[src/rtl/pipelined_carry_adder_if.sv]
// Operand/result bus of the pipelined carry adder with valid/ready handshakes on both sides.
// master: the block feeding operands and consuming results; slave: the adder itself.
interface pipelined_carry_adder_if #(
  parameter int unsigned BW = 32
);
  logic          in_valid;
  logic          in_ready;
  logic [BW-1:0] A;
  logic [BW-1:0] B;
  logic          cin;
  logic          sub;
  logic          out_valid;
  logic          out_ready;
  logic [BW-1:0] sum;
  logic          cout;
  logic          ovf;

  modport master (
    output in_valid, A, B, cin, sub, out_ready,
    input  in_ready, out_valid, sum, cout, ovf
  );

  modport slave (
    input  in_valid, A, B, cin, sub, out_ready,
    output in_ready, out_valid, sum, cout, ovf
  );
endinterface

[src/rtl/pipelined_carry_adder.sv]
// BW-bit add/subtract split into STAGES ripple-carry chunks, one chunk per stage, valid/ready flow.
// Optional macro PCA_SAT_EN: saturate sum on signed overflow (flags stay unsaturated).
module pipelined_carry_adder #(
  parameter int unsigned BW     = 32,
  parameter int unsigned STAGES = 4
) (
  input logic                  CLK,
  input logic                  RESETn,
  pipelined_carry_adder_if.slave pca_s
);

  localparam int unsigned W = BW / STAGES;

  typedef logic [BW-1:0] word_t;

  if ((STAGES < 1) || (STAGES > BW) || ((BW % STAGES) != 0)) begin : g_bad_cfg
    $error("pipelined_carry_adder: BW must be a multiple of STAGES and 1 <= STAGES <= BW");
  end

  // Per-stage registers: operands (B already inverted for subtract), partial sum, carry, valid
  word_t             a_q [STAGES];
  word_t             b_q [STAGES];
  word_t             s_q [STAGES];
  logic [STAGES-1:0] c_q;
  logic [STAGES-1:0] v_q;
  logic              ovf_q;

  word_t             a_d [STAGES];
  word_t             b_d [STAGES];
  word_t             s_d [STAGES];
  logic [STAGES-1:0] c_d;
  logic [STAGES-1:0] v_d;
  logic              ovf_d;

  // Stage inputs: stage 0 from the bus, stage k from register k-1
  word_t             st_a [STAGES];
  word_t             st_b [STAGES];
  word_t             st_s [STAGES];
  logic [STAGES-1:0] st_c;
  logic [STAGES-1:0] st_v;

  logic              advance;
  logic [W:0]        chunk;

  // Whole pipe moves as one; a held output freezes every stage
  assign advance        = ~v_q[STAGES-1] | pca_s.out_ready;
  assign pca_s.in_ready = advance;

  always_comb begin
    st_a[0] = pca_s.A;
    st_b[0] = pca_s.sub ? ~pca_s.B : pca_s.B;
    st_s[0] = '0;
    st_c[0] = pca_s.sub | pca_s.cin;
    st_v[0] = pca_s.in_valid;
    for (int k = 1; k < STAGES; k++) begin
      st_a[k] = a_q[k-1];
      st_b[k] = b_q[k-1];
      st_s[k] = s_q[k-1];
      st_c[k] = c_q[k-1];
      st_v[k] = v_q[k-1];
    end

    chunk = '0;
    for (int k = 0; k < STAGES; k++) begin
      chunk = {1'b0, st_a[k][k*W +: W]} + {1'b0, st_b[k][k*W +: W]} + (W+1)'(st_c[k]);
      a_d[k]              = st_a[k];
      b_d[k]              = st_b[k];
      s_d[k]              = st_s[k];
      s_d[k][k*W +: W]    = chunk[W-1:0];
      c_d[k]              = chunk[W];
      v_d[k]              = st_v[k];
    end

    // Carry into the MSB is recovered from the MSB sum bit and its operand bits
    ovf_d = st_a[STAGES-1][BW-1] ^ st_b[STAGES-1][BW-1] ^ s_d[STAGES-1][BW-1] ^ c_d[STAGES-1];

`ifdef PCA_SAT_EN
    // On overflow both operand signs agree, so A's sign picks the clamp direction
    if (ovf_d) begin
      s_d[STAGES-1] = st_a[STAGES-1][BW-1] ? {1'b1, {(BW-1){1'b0}}} : {1'b0, {(BW-1){1'b1}}};
    end
`endif
  end

  always_ff @(posedge CLK or negedge RESETn) begin
    if (!RESETn) begin
      for (int k = 0; k < STAGES; k++) begin
        a_q[k] <= '0;
        b_q[k] <= '0;
        s_q[k] <= '0;
      end
      c_q   <= '0;
      v_q   <= '0;
      ovf_q <= 1'b0;
    end else if (advance) begin
      for (int k = 0; k < STAGES; k++) begin
        a_q[k] <= a_d[k];
        b_q[k] <= b_d[k];
        s_q[k] <= s_d[k];
      end
      c_q   <= c_d;
      v_q   <= v_d;
      ovf_q <= ovf_d;
    end
  end

  assign pca_s.out_valid = v_q[STAGES-1];
  assign pca_s.sum       = s_q[STAGES-1];
  assign pca_s.cout      = c_q[STAGES-1];
  assign pca_s.ovf       = ovf_q;

endmodule
[src/flat_wrapper.sv]
// flat-port wrapper written by rule: the top's interface ports become plain ports
module pipelined_carry_adder_flat 
#(
  parameter int unsigned BW     = 32,
  parameter int unsigned STAGES = 4
)
  (CLK, RESETn, pca_s_in_valid, pca_s_A, pca_s_B, pca_s_cin, pca_s_sub, pca_s_out_ready, pca_s_in_ready, pca_s_out_valid, pca_s_sum, pca_s_cout, pca_s_ovf);
  pipelined_carry_adder_if #(.BW(BW)) pca_s_i ();
  input logic CLK;
  input logic RESETn;
  input wire logic [$bits(pca_s_i.in_valid)-1:0] pca_s_in_valid;
  input wire logic [$bits(pca_s_i.A)-1:0] pca_s_A;
  input wire logic [$bits(pca_s_i.B)-1:0] pca_s_B;
  input wire logic [$bits(pca_s_i.cin)-1:0] pca_s_cin;
  input wire logic [$bits(pca_s_i.sub)-1:0] pca_s_sub;
  input wire logic [$bits(pca_s_i.out_ready)-1:0] pca_s_out_ready;
  output wire logic [$bits(pca_s_i.in_ready)-1:0] pca_s_in_ready;
  output wire logic [$bits(pca_s_i.out_valid)-1:0] pca_s_out_valid;
  output wire logic [$bits(pca_s_i.sum)-1:0] pca_s_sum;
  output wire logic [$bits(pca_s_i.cout)-1:0] pca_s_cout;
  output wire logic [$bits(pca_s_i.ovf)-1:0] pca_s_ovf;
  assign pca_s_i.in_valid = pca_s_in_valid;
  assign pca_s_i.A = pca_s_A;
  assign pca_s_i.B = pca_s_B;
  assign pca_s_i.cin = pca_s_cin;
  assign pca_s_i.sub = pca_s_sub;
  assign pca_s_i.out_ready = pca_s_out_ready;
  assign pca_s_in_ready = pca_s_i.in_ready;
  assign pca_s_out_valid = pca_s_i.out_valid;
  assign pca_s_sum = pca_s_i.sum;
  assign pca_s_cout = pca_s_i.cout;
  assign pca_s_ovf = pca_s_i.ovf;
  pipelined_carry_adder #(.BW(BW), .STAGES(STAGES)) u_core (.CLK(CLK), .RESETn(RESETn), .pca_s(pca_s_i));
endmodule
[config.mk]
export PLATFORM = sky130hd
export DESIGN_NAME = pipelined_carry_adder_flat
export DESIGN_NICKNAME = d
export VERILOG_FILES = /design/src/rtl/pipelined_carry_adder_if.sv /design/src/rtl/pipelined_carry_adder.sv /design/src/flat_wrapper.sv
export SDC_FILE = /design/constraint.sdc
export NUM_CORES = 1
export LEC_CHECK = 0
export BUFFER_PORTS_ARGS = -buffer_cell sky130_fd_sc_hd__buf_4
export CAP_MARGIN = 20
export CORE_ASPECT_RATIO = 0.5
export CORE_MARGIN = 2
export CORE_UTILIZATION = 54
export CTS_BUF_LIST = sky130_fd_sc_hd__clkbuf_4
export DETAILED_ROUTE_END_ITERATION = 10
export PLACE_DENSITY = 0.78
export SETUP_SLACK_MARGIN = 0.15
export SYNTH_ARGS = -nofsm -noshare
export SYNTH_HDL_FRONTEND = slang
export SYNTH_SLANG_ARGS = --single-unit
[constraint.sdc]
create_clock -name CLK -period 2.1 [get_ports CLK]
set_input_delay 0.42 -clock CLK [delete_from_list [all_inputs] [get_ports CLK]]
set_output_delay 0.42 -clock CLK [all_outputs]
set_load 0.005 [all_outputs]
==> summary.md <==
| Metric | Value |
|---|---|
| Core Rows | 32 |
| Net Sw Frac | 0.3759 |
| Critical-path cell list | fa_2, fa_2, a21o_1, a21o_4, a21oi_4, a21oi_2, o31a_1 |
| Unrepaired setup endpoints after global routing | yes |
| I/O pin cnt | 106 |
| Clk_lat worst skew | 0.55 ns |
| Normalized max-slew margin | 0.6793 |
| Slowest cell on crit path | dfrtp_1 |
| Synth Instances | 918 |
| DRC Markers | 0 |
| Worst-path maximum fanout | 3 |
| Detailed Routing Iterations Pass 1 | 5 |
| Compound-gate portion of the synthesized area | 0.07529 |
| Combinational share of power | 0.437 |
| Simple-gate share of the synthesized area | 0.2256 |
| DP HPWL | 11230 um |
| Clock sinks | 185 |
| Measured slew at the worst slew-check pin | 0.4810 ns |
| Pin count of the biggest net entering global routing | 66 |
| Synth Area per Inst | 9.178 um^2 |
| Routed len/inst | 13.02 um |
| Lkg Pwr | 5.157 nW |
| Clock H-tree levels | 4 |
| Largest family of logic cells by synthesized area | simple AND/OR/NAND/NOR gates |
| P&R area growth vs syn | 19.75% |
| Req. time, crit path | 2.56 ns |
| Die width | 180.7 um |
| IO buf count | 105 |
| Vias in the first global route | 6137 |
| Drt total wl | 16300 um |
| Worst Path Class, Setup | flop to flop |
| Non-Filler Instances | 1252 |
| Initial antenna violation count | 1 |
| Pwr per Cell Area | 1433 nW/um^2 |
| Area of the multi-input gates | 3650 um^2 |
| Fin crit share | 1.045 |
| Max-slew violation count | 0 |
| Final core area utilization | 0.6580 |
| Initial Utilization | 0.5494 |
| First-pass GRT wire length | 27920 um |
| Most frequent cells in the layout | 442 x nand2_1, 185 x dfrtp_1, 131 x buf_4, 37 x xnor2_1, 30 x o21ai_0 |
| Final setup violation count | 5 |
| Root Buffer Master | clkbuf_4 |
| Internal power | 9.020 mW |
| Violated checks | negative setup slack |
| Total GRT Usage | 0.2047 |
| Via count | 6266 |
| Filler instances | 1257 |
| Final hold vios | 0 |
| FF-to-FF Start | u_core.c_q[0] |
| Hold Path Class | primary input to flop |
| Dpl ws | -0.5044 ns |
| Layout cells sized above 1 | 0.1977 |
| Worst Setup End Kind | flop |
| Final instance area | 10090 um^2 |
| CP most frequent cell | fa_2 |
| Placed cell areas | 9543 um^2 |
| Nets@finish | 1141 |
| Worst EP arrival | 2.65 ns |
| Peak Freq | 455.8 MHz |
| Die Ht | 92.33 um |
| Worst Skew | 0.02314 ns |
| Yosys cell types | 41 |
| Clock Power Share | 0.143 |
| Adder-cell share of the synthesized area | 0.06059 |
| Max cap viols | 0 |
| Worst vdd ir | 0.5233 mV |
| Mux contribution to synthesized area | 0.001188 |
| Crit path buf inv count | 0 |
| Clk buf depth | 2 |
| Sequential power share | 0.420 |
| Synth Area in XOR/XNOR | 0.05613 |
| Sequential share of the synthesized area | 0.5495 |
| Cell Area, Synth | 8426 um^2 |
| Clk slew on worst S/H paths | 0.15 ns |
| Vias per inst | 5.005 |
| CP startpoint | u_core.c_q[0] |
| Critical Path Start Type | flop |
| Reg area | 4629 um^2 |
| CTS tree | yes |
| Post-layout min period | 2.194 ns |
| HP Start | pca_s_A[27] |
| DRT iter0 DRCs | 342 |
| Die area | 16680 um^2 |
| Syn Nets | 1024 |
| Post-route setup TNS | -0.2608 ns |
| Yosys warning count | 0 |
| CP delay by family, top | compound AO/OA/AOI/OAI gates |
| Placed Instances | 1205 |
| Remaining global-route overflow | 0 |
| PnR worst setup slack | -0.09386 ns |
| Status | finished with violations |
| CTS buffer count | 17 |
| P_sw | 5.434 mW |
| Most common cell after layout, fill and taps aside | nand2_1 |
| Number of synthesized register bits | 185 |
| Slowest cell delay on critical path | 0.43 ns |
| Routability cong. | 0.8441 |
| Core Footprint | 15330 um^2 |
| DRT antenna net count | 0 |
registers in the layout (all words and copies together) (netlist names):
register and flops:
u_core.v_q 4, u_core.s_d 48, u_core.b_d 48, u_core.pca_s.ovf 1
u_core.pca_s.sum 32, u_core.c_q 4, u_core.a_d 48
layout make-up:
type                            instances  share of cell area
Sequential cell                       185              0.4588
Inverter                                5            0.002604
Multi-Input combinational cell        678              0.3617
Clock buffer                           18             0.01339
Clock inverter                         13             0.01674
Antenna cell                            1           0.0002480
Timing Repair Buffer                  148              0.1212
Tap cell                              204             0.02530
logic make-up (layout without fill, tap and decap cells):
| family | after synthesis | after routing |
|---|---|---|
| simple gates | 484 | 484 |
| flops | 185 | 185 |
| compound gates | 103 | 103 |
| buf+inv | 55 | 184 |
| xor+xnor | 54 | 54 |
| fa+ha+maj | 36 | 36 |
| mux | 1 | 1 |
| other cells | 0 | 1 |
tightest hold or removal path: cells and delay by family:
family / cells / cell delay (ns)
AND/OR/NAND/NOR: 2 / 0.09
buffers and inverters: 1 / 0.07
Yosys cell counts:
library cell	instances	area, um^2
a211oi_1	3	22.52
or4b_1	2	20.02
buf_6	1	11.26
buf_4	2	15.01
clkbuf_8	1	13.76
mux2i_1	1	10.01
a21oi_1	31	155.2
or2_2	1	6.260
nor2b_1	1	6.260
xor2_1	14	122.6
clkbuf_2	3	15.01
nand4b_1	2	17.52
inv_1	4	15.01
a21oi_2	3	26.28
nand3_1	4	20.02
a221oi_1	1	8.760
o31a_1	3	26.28
nand4_1	4	25.02
o21ai_2	1	8.760
a41o_1	3	30.03
nor3b_1	4	30.03
nor3_1	1	5.000
and3b_1	1	8.760
nand2_1	443	1663
dfrtp_1	185	4629
buf_2	26	130.1
fa_1	8	160.2
clkbuf_1	17	63.81
xnor2_1	40	350.3
inv_2	1	3.750
o21ai_1	7	35.03
o21ai_0	30	150.1
o211ai_1	5	37.54
a21o_1	12	90.09
a21o_4	2	30.03
o21a_1	1	7.510
nor4b_1	2	17.52
a31oi_1	1	6.260
nand2b_1	4	25.02
ha_1	28	350.3
nor2_1	15	56.30
power by group through the flow:
| stage | Clock (mW) | Combinational, mW | Sequential (mW) |
|---|---|---|---|
| detailed placement | 0 | 5.78 | 6.15 |
| finish | 2.07 | 6.32 | 6.07 |
| global route | 2.29 | 7.13 | 6.27 |
| floorplan | 0 | 4.09 | 5.94 |
| global placement | 0 | 5.52 | 6.07 |
| CTS | 2.13 | 6.00 | 6.07 |
path summary, 6_finish.rpt:
check,endpoint,slack (ns),cells after the start
min in group asynchronous,u_core.b_d[75],0.35,2
max in group asynchronous,u_core.s_d[34],1.09,3
worst min-delay path,u_core.a_d[91],0.05,3
worst min register to register,u_core.s_d[5],0.48,2
worst max-delay path,u_core.c_q[1],-0.09,7
worst max register to register,u_core.c_q[1],-0.09,7
metal layers:
| layer | GRT usage | wire [um] | vias to the layer above |
|---|---|---|---|
| li1 | - | - | 3166 |
| met1 | 0.2677 | 7572 | 2989 |
| met2 | 0.3536 | 8085 | 93 |
| met3 | 0.04326 | 482 | 18 |
| met4 | 0.04973 | 161 | 0 |
| met5 | 0 | 0 | - |
through the flow:
stage	power (mW)	hold slack, ns
detailed placement	11.94	0.4001
CTS	14.20	0.01185
global route	15.68	0.006270
global placement	11.59	0.3973
floorplan	10.04	0.1244
finish	14.45	0.05272
what timing repair did:
action                                  in CTS  in global routing
endpoints found under the setup margin      10                 13
hold endpoints to repair                    48                  3
hold buffers                                 1                  3
resized for setup                           10                 16
pin swaps                                   12                 26
setup buffers                                5                  6
No activity file was read; power rests on OpenSTA's default activity.
